==> src/rtl/cache_defs.sv <==
// Shared definitions for the cache line refill engine, its controller and benches.
package cache_defs;
  localparam int LINE_WORDS  = 4;
  localparam int OFFSET_BITS = $clog2(LINE_WORDS);
  localparam int ADDR_WIDTH  = 12;
  localparam int DATA_WIDTH  = 32;
  localparam int LINE_ADDR_W = ADDR_WIDTH - OFFSET_BITS;

  typedef enum logic [1:0] {
    ST_IDLE = 2'd0,
    ST_WB   = 2'd1,
    ST_RD   = 2'd2,
    ST_DONE = 2'd3
  } refill_state_e;
endpackage

==> src/rtl/cache_line_refill.sv <==
// Moves a dirty victim line to BRAM and/or fetches a fill line, one word per cycle
// through the single BRAM port, then pulses done with the fetched line held.
module cache_line_refill
  import cache_defs::*;
#(
  parameter int LINE_WORDS = cache_defs::LINE_WORDS,
  parameter int ADDR_WIDTH = cache_defs::ADDR_WIDTH,
  parameter int DATA_WIDTH = cache_defs::DATA_WIDTH
) (
  input  logic                                      clk,
  input  logic                                      rst_n,
  input  logic                                      req_valid,
  output logic                                      req_ready,
  input  logic                                      req_evict,
  input  logic                                      req_fill,
  input  logic [ADDR_WIDTH-$clog2(LINE_WORDS)-1:0]  victim_line_addr,
  input  logic [ADDR_WIDTH-$clog2(LINE_WORDS)-1:0]  fill_line_addr,
  input  logic [DATA_WIDTH*LINE_WORDS-1:0]          victim_data,
  output logic [DATA_WIDTH*LINE_WORDS-1:0]          fill_data,
  output logic                                      done,
  output logic [ADDR_WIDTH-1:0]                     mem_addr,
  output logic [DATA_WIDTH-1:0]                     mem_wdata,
  output logic                                      mem_we,
  output logic                                      mem_re,
  input  logic [DATA_WIDTH-1:0]                     mem_rdata
);
  localparam int OB  = $clog2(LINE_WORDS);
  localparam int LAW = ADDR_WIDTH - OB;
  localparam logic [OB:0] CNT_END     = (OB+1)'(LINE_WORDS);
  localparam logic [OB:0] CNT_WB_LAST = (OB+1)'(LINE_WORDS - 1);

  refill_state_e                         state_q, state_d;
  logic [OB:0]                           cnt_q, cnt_d;
  logic [LAW-1:0]                        victim_line_q, victim_line_d;
  logic [LAW-1:0]                        fill_line_q, fill_line_d;
  logic                                  fill_req_q, fill_req_d;
  logic [LINE_WORDS-1:0][DATA_WIDTH-1:0] victim_q, victim_d;
  logic [LINE_WORDS-1:0][DATA_WIDTH-1:0] fill_q, fill_d;
  logic                                  done_q, done_d;
  logic                                  mem_we_q, mem_we_d;
  logic                                  mem_re_q, mem_re_d;
  logic [ADDR_WIDTH-1:0]                 mem_addr_q, mem_addr_d;
  logic [DATA_WIDTH-1:0]                 mem_wdata_q, mem_wdata_d;
  logic [OB-1:0]                         cap_idx;
  logic                                  accept;

  assign req_ready = (state_q == ST_IDLE);
  assign accept    = req_valid & req_ready;
  // Read data returns one cycle late, so the word landing now was issued at cnt-1.
  assign cap_idx   = OB'(cnt_q - 1'b1);

  always_comb begin
    state_d       = state_q;
    cnt_d         = cnt_q;
    victim_line_d = victim_line_q;
    fill_line_d   = fill_line_q;
    fill_req_d    = fill_req_q;
    victim_d      = victim_q;
    fill_d        = fill_q;
    done_d        = 1'b0;
    mem_we_d      = 1'b0;
    mem_re_d      = 1'b0;
    mem_addr_d    = mem_addr_q;
    mem_wdata_d   = mem_wdata_q;

    case (state_q)
      ST_IDLE: begin
        if (accept) begin
          victim_line_d = victim_line_addr;
          fill_line_d   = fill_line_addr;
          fill_req_d    = req_fill;
          victim_d      = victim_data;
          cnt_d         = '0;
          if (req_evict)     state_d = ST_WB;
          else if (req_fill) state_d = ST_RD;
          else               state_d = ST_DONE;
        end
      end
      ST_WB: begin
        if (cnt_q == CNT_WB_LAST) begin
          cnt_d   = '0;
          state_d = fill_req_q ? ST_RD : ST_DONE;
        end else begin
          cnt_d = cnt_q + 1'b1;
        end
      end
      ST_RD: begin
        if (cnt_q != '0) fill_d[cap_idx] = mem_rdata;
        if (cnt_q == CNT_END) begin
          cnt_d   = '0;
          state_d = ST_DONE;
        end else begin
          cnt_d = cnt_q + 1'b1;
        end
      end
      ST_DONE: state_d = ST_IDLE;
      default: state_d = ST_IDLE;
    endcase

    // BRAM-side outputs are registered, so they are derived from the next state.
    done_d = (state_d == ST_DONE);
    if (state_d == ST_WB) begin
      mem_we_d    = 1'b1;
      mem_addr_d  = {victim_line_d, cnt_d[OB-1:0]};
      mem_wdata_d = victim_d[cnt_d[OB-1:0]];
    end else if (state_d == ST_RD && cnt_d < CNT_END) begin
      mem_re_d   = 1'b1;
      mem_addr_d = {fill_line_d, cnt_d[OB-1:0]};
    end
  end

  always_ff @(posedge clk or negedge rst_n) begin
    if (!rst_n) begin
      state_q       <= ST_IDLE;
      cnt_q         <= '0;
      victim_line_q <= '0;
      fill_line_q   <= '0;
      fill_req_q    <= 1'b0;
      victim_q      <= '0;
      fill_q        <= '0;
      done_q        <= 1'b0;
      mem_we_q      <= 1'b0;
      mem_re_q      <= 1'b0;
      mem_addr_q    <= '0;
      mem_wdata_q   <= '0;
    end else begin
      state_q       <= state_d;
      cnt_q         <= cnt_d;
      victim_line_q <= victim_line_d;
      fill_line_q   <= fill_line_d;
      fill_req_q    <= fill_req_d;
      victim_q      <= victim_d;
      fill_q        <= fill_d;
      done_q        <= done_d;
      mem_we_q      <= mem_we_d;
      mem_re_q      <= mem_re_d;
      mem_addr_q    <= mem_addr_d;
      mem_wdata_q   <= mem_wdata_d;
    end
  end

  assign fill_data = fill_q;
  assign done      = done_q;
  assign mem_we    = mem_we_q;
  assign mem_re    = mem_re_q;
  assign mem_addr  = mem_addr_q;
  assign mem_wdata = mem_wdata_q;
endmodule

==> config.mk <==
export PLATFORM = sky130hd
export DESIGN_NAME = cache_line_refill
export DESIGN_NICKNAME = d
export VERILOG_FILES = /design/src/rtl/cache_defs.sv /design/src/rtl/cache_line_refill.sv
export SDC_FILE = /design/constraint.sdc
export NUM_CORES = 1
export LEC_CHECK = 0
export ABC_AREA = 1
export CAP_MARGIN = 25
export CORE_ASPECT_RATIO = 0.9
export CORE_MARGIN = 3
export CORE_UTILIZATION = 35
export DETAILED_ROUTE_END_ITERATION = 10
export HOLD_SLACK_MARGIN = 0.06
export PLACE_DENSITY_LB_ADDON = 0.1
export SETUP_SLACK_MARGIN = 0.15
export SYNTH_ARGS = -nofsm -noshare
export SYNTH_HDL_FRONTEND = slang
export SYNTH_SLANG_ARGS = --single-unit
==> constraint.sdc <==
create_clock -name clk -period 1.8 [get_ports clk]
set_input_delay 0.36 -clock clk [delete_from_list [all_inputs] [get_ports clk]]
set_output_delay 0.36 -clock clk [all_outputs]
set_load 0.005 [all_outputs]
==> results of run 1 <==
## cell type report
type,instances,area (um2)
clock buffer,60,1157
multi-input combinational,1074,5822
fill,3669,17920
timing repair buffer,546,5916
clock inverter,7,68.82
tap,540,675.6
antenna,1,2.502
inverter,335,1277
sequential,329,8233
## through the flow
step	area (um2)	setup slack (ns)
final	23150	-0.1165
after CTS	21680	-0.1204
after global routing	23150	-0.2333
after global placement	19850	-0.2871
after floorplan	14790	0.09630
after detailed placement	19850	-0.3098
## cells by family (layout without fill, tap and decap cells)
logic type,after synthesis,after routing,share of synthesized area (%)
other,0,1,0
flip-flops,329,329,55.94
buffers and inverters,439,948,11.87
AND/OR/NAND/NOR,867,868,24.75
adder cells (fa/ha/maj),7,7,0.5951
AO/OA/AOI/OAI,199,199,6.844
## what timing repair did
action	4_1_cts	5_1_grt
cloned	9	22
pin swaps	12	36
hold endpoints to repair	39	0
endpoints found under the setup margin	236	165
hold buffers	1	0
resized for setup	258	328
setup buffers	27	6
## cell usage after synthesis, types with 2 or more instances
cell	number	area (um2)
inv_2	3	11.26
o21ai_1	18	90.09
dfrtp_1	329	8233
clkbuf_1	39	146.4
nor2_2	2	12.51
nand3_1	189	945.9
buf_1	2	7.510
o21ai_0	177	885.9
inv_1	332	1246
nand2_1	634	2380
buf_2	55	275.3
buf_4	8	60.06
nor2_1	5	18.77
nand3b_1	32	240.2
ha_1	7	87.58
## routing by layer
| metal | track usage (%) | part of all wire [%] | vias up |
|---|---|---|---|
| li1 | - | - | 6593 |
| met1 | 29.21 | 44 | 6479 |
| met2 | 35.17 | 48 | 371 |
| met3 | 3.772 | 5.9 | 69 |
| met4 | 4.638 | 2.0 | 2 |
| met5 | 0 | 0.025 | - |
## critical path: stages, from the launching register on
cell	delay, ns
dfrtp_1	0.38
ha_2	0.21
ha_4	0.16
inv_2	0.06
nand2_2	0.06
nor2_4	0.09
nor2_4	0.05
buf_12	0.14
nand2_8	0.11
buf_12	0.12
clkbuf_16	0.17
nand2_2	0.05
nand3_2	0.06
nand2_1	0.05
nand2_1	0.05
nand2_1	0.04
## power by group through the flow
stage | Combinational (mW) | Clock (mW) | Sequential [mW]
final | 24.0 | 7.60 | 12.5
after global routing | 26.5 | 8.13 | 12.9
after CTS | 21.3 | 7.81 | 12.3
after detailed placement | 19.4 | 0 | 12.5
after global placement | 19.1 | 0 | 12.4
after floorplan | 9.92 | 0 | 12.3
## how the worst max path moves through the flow
stage | endpoint | slack [ns] | from
after floorplan | mem_wdata[25]$_DFFE_PN0P_ | 0.1 | cnt_q[1]$_DFF_PN0_
after global placement | mem_wdata[14]$_DFFE_PN0P_ | -0.29 | req_fill
after detailed placement | mem_wdata[6]$_DFFE_PN0P_ | -0.31 | req_fill
after CTS | mem_wdata[1]$_DFFE_PN0P_ | -0.12 | cnt_q[1]$_DFF_PN0_
after global routing | mem_wdata[7]$_DFFE_PN0P_ | -0.23 | cnt_q[1]$_DFF_PN0_
final | mem_wdata[2]$_DFFE_PN0P_ | -0.12 | cnt_q[0]$_DFF_PN0_
## cell usage in the layout (no fill, tap or decap), drive strengths merged, types with 2 or more instances in the layout
master,n
buf,172
ha,7
clkdlybuf4s50,182
clkinvlp,2
clkinv,5
inv,334
nand3,190
clkbuf,76
nand2,637
o21ai,196
nor2,8
nand3b,32
dfrtp,329
dlygate4sd2,173
## registers in the layout, summed over array words and instances, names as in the netlist
name           cells
fill_data        128
victim_q         128
mem_wdata         32
mem_addr          12
fill_line_q       10
victim_line_q     10
cnt_q              3
state_q            2
done               1
fill_req_q         1
mem_re             1
mem_we             1
==> impl_results.md, run 1 <==
- Status: complete, but fails checks
- Failing checks: negative setup slack
- Comb power frac: between 50% and 60%
- Yosys cell types: 24
- CP max FO: 7
- R2R Path Start: cnt_q[0]$_DFF_PN0_
- Non-filler cells, final: 2892
- Final worst setup slack: -0.1165 ns
- Lkg Pwr: 12.11 nW
- Total power: 44.16 mW
- Ys flop type: dfrtp_1
- Clk sinks: 329
- Final min period: 1.917 ns
- Max cap viols: 0
- Crit path launch type: flop
- Area Growth Syn to Fin: 57.32%
- WL per Instance: between 15 and 20 um
- GR Overflow Total: 0
- Hold Startpoint: req_valid
- Vias in the first global route: 13270
- First-pass GRT wire length: 75690 um
- Crit. End Element: flop
- Drt initial violations: 866
- RSZ-0062 raised after global routing: true
- Final setup fails: 35
- Sw Pwr: 17.47 mW
- Fmax: 0.5218 GHz
- Worst-Skew Late Latency: 0.52 ns
- Post-DP HPWL: around 32000 um
- Sw frac: just under 40%
- Core footprint: 41080 um2
- H-Tree Level Count: 2
- Ys Warns: 0
- Register share of total power: 28.4%
- Setup CP Type: flop to flop
- Rows: 70
- Hold Crit Class: primary input to flop
- Syn avg cell area: 7.994 um2
- DR vias/cell: 4.673
- Initial antenna violation count: 1
- Measured slew at the worst slew-check pin: ~0.48 ns
- Fin. Hold Viols: 0
- Post-Syn Instances: 1841
- RD Place Congestion: approximately 0.82
- Reg-to-reg critical path endpoint: mem_wdata[2]$_DFFE_PN0P_
- Reg2Reg Setup Slack: -0.12 ns
- Cell Area, Synth: 14720 um2
- Vias: around 14000
- Seq cells post-synth: roughly 330
- Tcrit/Tclk final: 106.5%
- Die width: 222.1 um
- Mapped Nets: 2033
- Post-synthesis sequential area ratio: 55.94%
- Internal power: ~27 mW
- Tot GR Track Use: around a fifth
- Worst EP arrival: roughly 2.3 ns
- IO Count: 361
- CTS tree: yes
- Final net count: 2517
- IO buf count: 360
- Hold_ws: 0.3026 ns
- Share of flip-flops with an asynchronous set or reset: 100.0%
- Antenna viol nets, final: 0
- Hold EP: fill_req_q$_DFFE_PN0P_
- Cells after DPL: approximately 2800
- Final-report max-slew violation count: 0
- Fin util: 56.36%
- R2R depth: 15
- Clk buf depth: 3
- Setup TNS: -2.605 ns
- CP Data Required Time: 2.22 ns
- TritonCTS Buffers: 39
- Power density cells: around 1900 nW/um2
- Clk slew on worst S/H paths: ~0.06 ns
- Clk pwr share: 17.2%
- Starting Density: 35.83%
- Drt first pass iters: 5
- Die area: 44550 um2
- Hold Path Cell Cnt: 3
- CTS Root Buffer Type: clkbuf_16
- Share of layout cells above drive strength 1: 19.91%
- Worst vdd ir: 0.7648 mV
- Post-route DRC: 0
- Routed WL: between 50000 and 60000 um
- Clock Skews: 0.01665 ns
- Max transition margin: 68.04%
- EDFF count, synth: 0
- DIE HEIGHT: 200.5 um
- Largest net degree at the start of global routing: 66
Note: power is estimated with default switching activity, not from simulation.
==> inputs of run 2 (changes only) <==
--- a/config.mk
+++ b/config.mk
@@ -10,6 +10,7 @@
 export CORE_ASPECT_RATIO = 0.9
 export CORE_MARGIN = 3
 export CORE_UTILIZATION = 35
+export CTS_CLUSTER_DIAMETER = 100
 export DETAILED_ROUTE_END_ITERATION = 10
 export HOLD_SLACK_MARGIN = 0.06
 export PLACE_DENSITY_LB_ADDON = 0.1
==> results of run 2 <==
Same layout as run 1: the final DEF is identical, and so are final timing and power.
==> inputs of run 3 (changes only) <==
--- a/config.mk
+++ b/config.mk
@@ -8,13 +8,14 @@
 export ABC_AREA = 1
 export CAP_MARGIN = 25
 export CORE_ASPECT_RATIO = 0.9
-export CORE_MARGIN = 3
 export CORE_UTILIZATION = 35
 export CTS_CLUSTER_DIAMETER = 100
+export CTS_CLUSTER_SIZE = 28
 export DETAILED_ROUTE_END_ITERATION = 10
 export HOLD_SLACK_MARGIN = 0.06
 export PLACE_DENSITY_LB_ADDON = 0.1
 export SETUP_SLACK_MARGIN = 0.15
+export SKIP_LAST_GASP = 1
 export SYNTH_ARGS = -nofsm -noshare
 export SYNTH_HDL_FRONTEND = slang
 export SYNTH_SLANG_ARGS = --single-unit
==> run 3 against run 2 <==
  * The flow still finishes with violations (negative setup slack)
  * Maximum frequency shrank 2.5%
  * Power decreased by 5.0%
  * Clock skew barely moved
  * Sequential power is essentially flat
  * First-iteration DRC count down 5.9%
  * Die area fell by 3.8%
  * Clock power fell by 46%
  * Register-to-register slack got worse by 0.05 ns
  * Critical path type unchanged
  * Critical endpoint is now mem_wdata[30]$_DFFE_PN0P_
==> impl_results.md, run 3 (same netlist as run 1, synthesis figures left out) <==
- IO buf count: 360
- First-pass GRT wire length: 71460 um
- CP bufs+invs: 3
- Vias: 13750
- Fin. Hold Viols: 0
- Met3 Resource Use GR: 3.117%
- Antenna viol nets, final: 0
- Clk sinks: approximately 330
- CTS Root Buffer Type: clkbuf_16
- Hold_ws: 0.3011 ns
- TritonCTS Buffers: 15
- Cells after DPL: around 2800
- CP max FO: 8
- Core footprint: 41080 um2
- Fin util: 56.73%
- Crit. End Element: flop
- Clk slew on worst S/H paths: 0.11 ns
- Most frequent cells in the layout: 455 x nand2_1, 329 x dfrtp_1, 327 x inv_1
- Max transition margin: about two thirds
- Setup CP Type: flop to flop
- Hold Crit Class: primary input to flop
- RSZ-0062 raised after global routing: true
- CP max stage delay: approximately 0.45 ns
- Tcrit/Tclk final: 109.3%
- Post-route DRC: 0
- Most used cell, CP: nand2_1
- Final net count: 2536
- Vias in the first global route: 12730
- Non-filler cells, final: 2888
- Post-DP HPWL: between 30000 and 40000 um
- Final worst setup slack: -0.1666 ns
- Final setup fails: 44
- Total power: about 42 mW
- Area Growth Syn to Fin: 58.36%
- Drt first pass iters: 5
- Most common cell after layout, fill and taps aside: nand2_1
- Crit path launch type: flop
- Rows: 70
- CP top delay family: simple AND/OR/NAND/NOR gates
- GR Overflow Total: 0
- Largest net degree at the start of global routing: 70
- Clk buf depth: 3
- Worst EP arrival: 2.39 ns
- WL per Instance: 18.62 um
- Share of layout cells above drive strength 1: 24.61%
- Measured slew at the worst slew-check pin: 0.4672 ns
- Critical path's slowest cell: dfrtp_1
- Die area: 42870 um2
- DR vias/cell: 4.761
- Drt initial violations: 815
- Initial antenna violation count: 3
- Worst path cell trace: ha_4 > ha_4 > inv_4 > nand2_4 > nor2_4 > nor2_4 > buf_12 > nand2_8 > clkbuf_16 > nand2_1 > nand3_1 > nand2_1 > nand2_1 > nand2_1
- Worst-Skew Late Latency: ~0.53 ns
- Die width: 218.1 um
- IO Count: 361
- Starting Density: 35.83%
- Worst vdd ir: around 0.80 mV
- Lkg Pwr: 12.06 nW
- RD Place Congestion: 0.8130
- Busiest grt layer: met2
- Tot GR Track Use: 21.31%
- DIE HEIGHT: around 200 um
- Status: complete, but fails checks
- Routed WL: 53790 um
- Failing checks: negative setup slack
- H-Tree Level Count: 1
- Power density cells: 1800 nW/um2
- Max cap viols: 0
- Fmax: 0.5085 GHz
- Met1 Resource Use GR: 29.86%
- CTS tree: yes
- CP Data Required Time: around 2.2 ns
- Final-report max-slew violation count: 0
- M2 GR Usage: 34.43%
- Clock Skews: about 0.017 ns
- Final min period: 1.967 ns
run 3: cell count changes in the layout (fill, tap and decap cells not counted), sizes merged:
cell	change
clkinvlp	-2
clkbuf	-31
buf	+28
diode	+2
dlymetal6s2s	-1
clkinv	-5
nand2	+2
inv	+1
bufbuf	+1
dlygate4sd2	+1
run 3: worst paths after layout:
path                                            from                    endpoint  slack [ns]  cells after the start
hold / removal                             req_valid      fill_req_q$_DFFE_PN0P_        0.30                      4
setup / recovery                  cnt_q[0]$_DFF_PN0_   mem_wdata[30]$_DFFE_PN0P_       -0.17                     14
max in group asynchronous                      rst_n      victim_q[31]$_DFF_PN0_        0.73                      3
setup reg to reg                  cnt_q[0]$_DFF_PN0_   mem_wdata[30]$_DFFE_PN0P_       -0.17                     14
hold reg to reg            mem_wdata[14]$_DFFE_PN0P_   mem_wdata[14]$_DFFE_PN0P_        0.49                      2
min in group asynchronous                      rst_n  fill_data[126]$_DFFE_PN0P_        0.31                      2
run 3: final cells by class:
cell class	count	area [um2]
Antenna cell	3	7.507
Clock buffer	17	392.9
Clock inverter	1	30.03
Fill cell	3733	17770
Inverter	335	1277
Multi-Input combinational cell	1076	6307
Sequential cell	329	8233
Tap cell	540	675.6
Timing Repair Buffer	587	6381
run 3: worst reg2reg max path, delay by kind of cell (launching register included):
family / cells / cell delay [ns]
simple gates: 9 / 0.68
flops: 1 / 0.45
buf+inv: 3 / 0.38
fa+ha+maj: 2 / 0.36
run 3: layer usage:
| metal | vias up | share of wire, % |
|---|---|---|
| met5 | - | 0 |
| met4 | 0 | 2.6 |
| met3 | 61 | 5.2 |
| met2 | 414 | 48 |
| met1 | 6661 | 45 |
| li1 | 6615 | - |
run 3: report_power, final:
group	switching [mW]	internal [mW]	total (mW)
Clock	2.41	1.72	4.13
Sequential	1.79	10.8	12.6
Combinational	13.2	12.0	25.2
run 3: what timing repair did:
| action | 4_1_cts | 5_1_grt |
|---|---|---|
| buffers inserted | 41 | 15 |
| setup endpoints to repair | 248 | 195 |
| hold buffers | 1 | 0 |
| pin swaps | 8 | 75 |
| endpoints found under the hold margin | 34 | 0 |
| cloned | 7 | 43 |
| gates resized for setup | 237 | 575 |
run 3: stage by stage:
step	TNS, ns	instance area, um2	setup slack [ns]
final	-4.110	23300	-0.1666
after global routing	-9.445	23300	-0.2619
after CTS	-1.795	20680	-0.08648
after detailed placement	-12.71	19750	-0.3260
after global placement	-11.71	19750	-0.3005
after floorplan	0	14790	0.09630
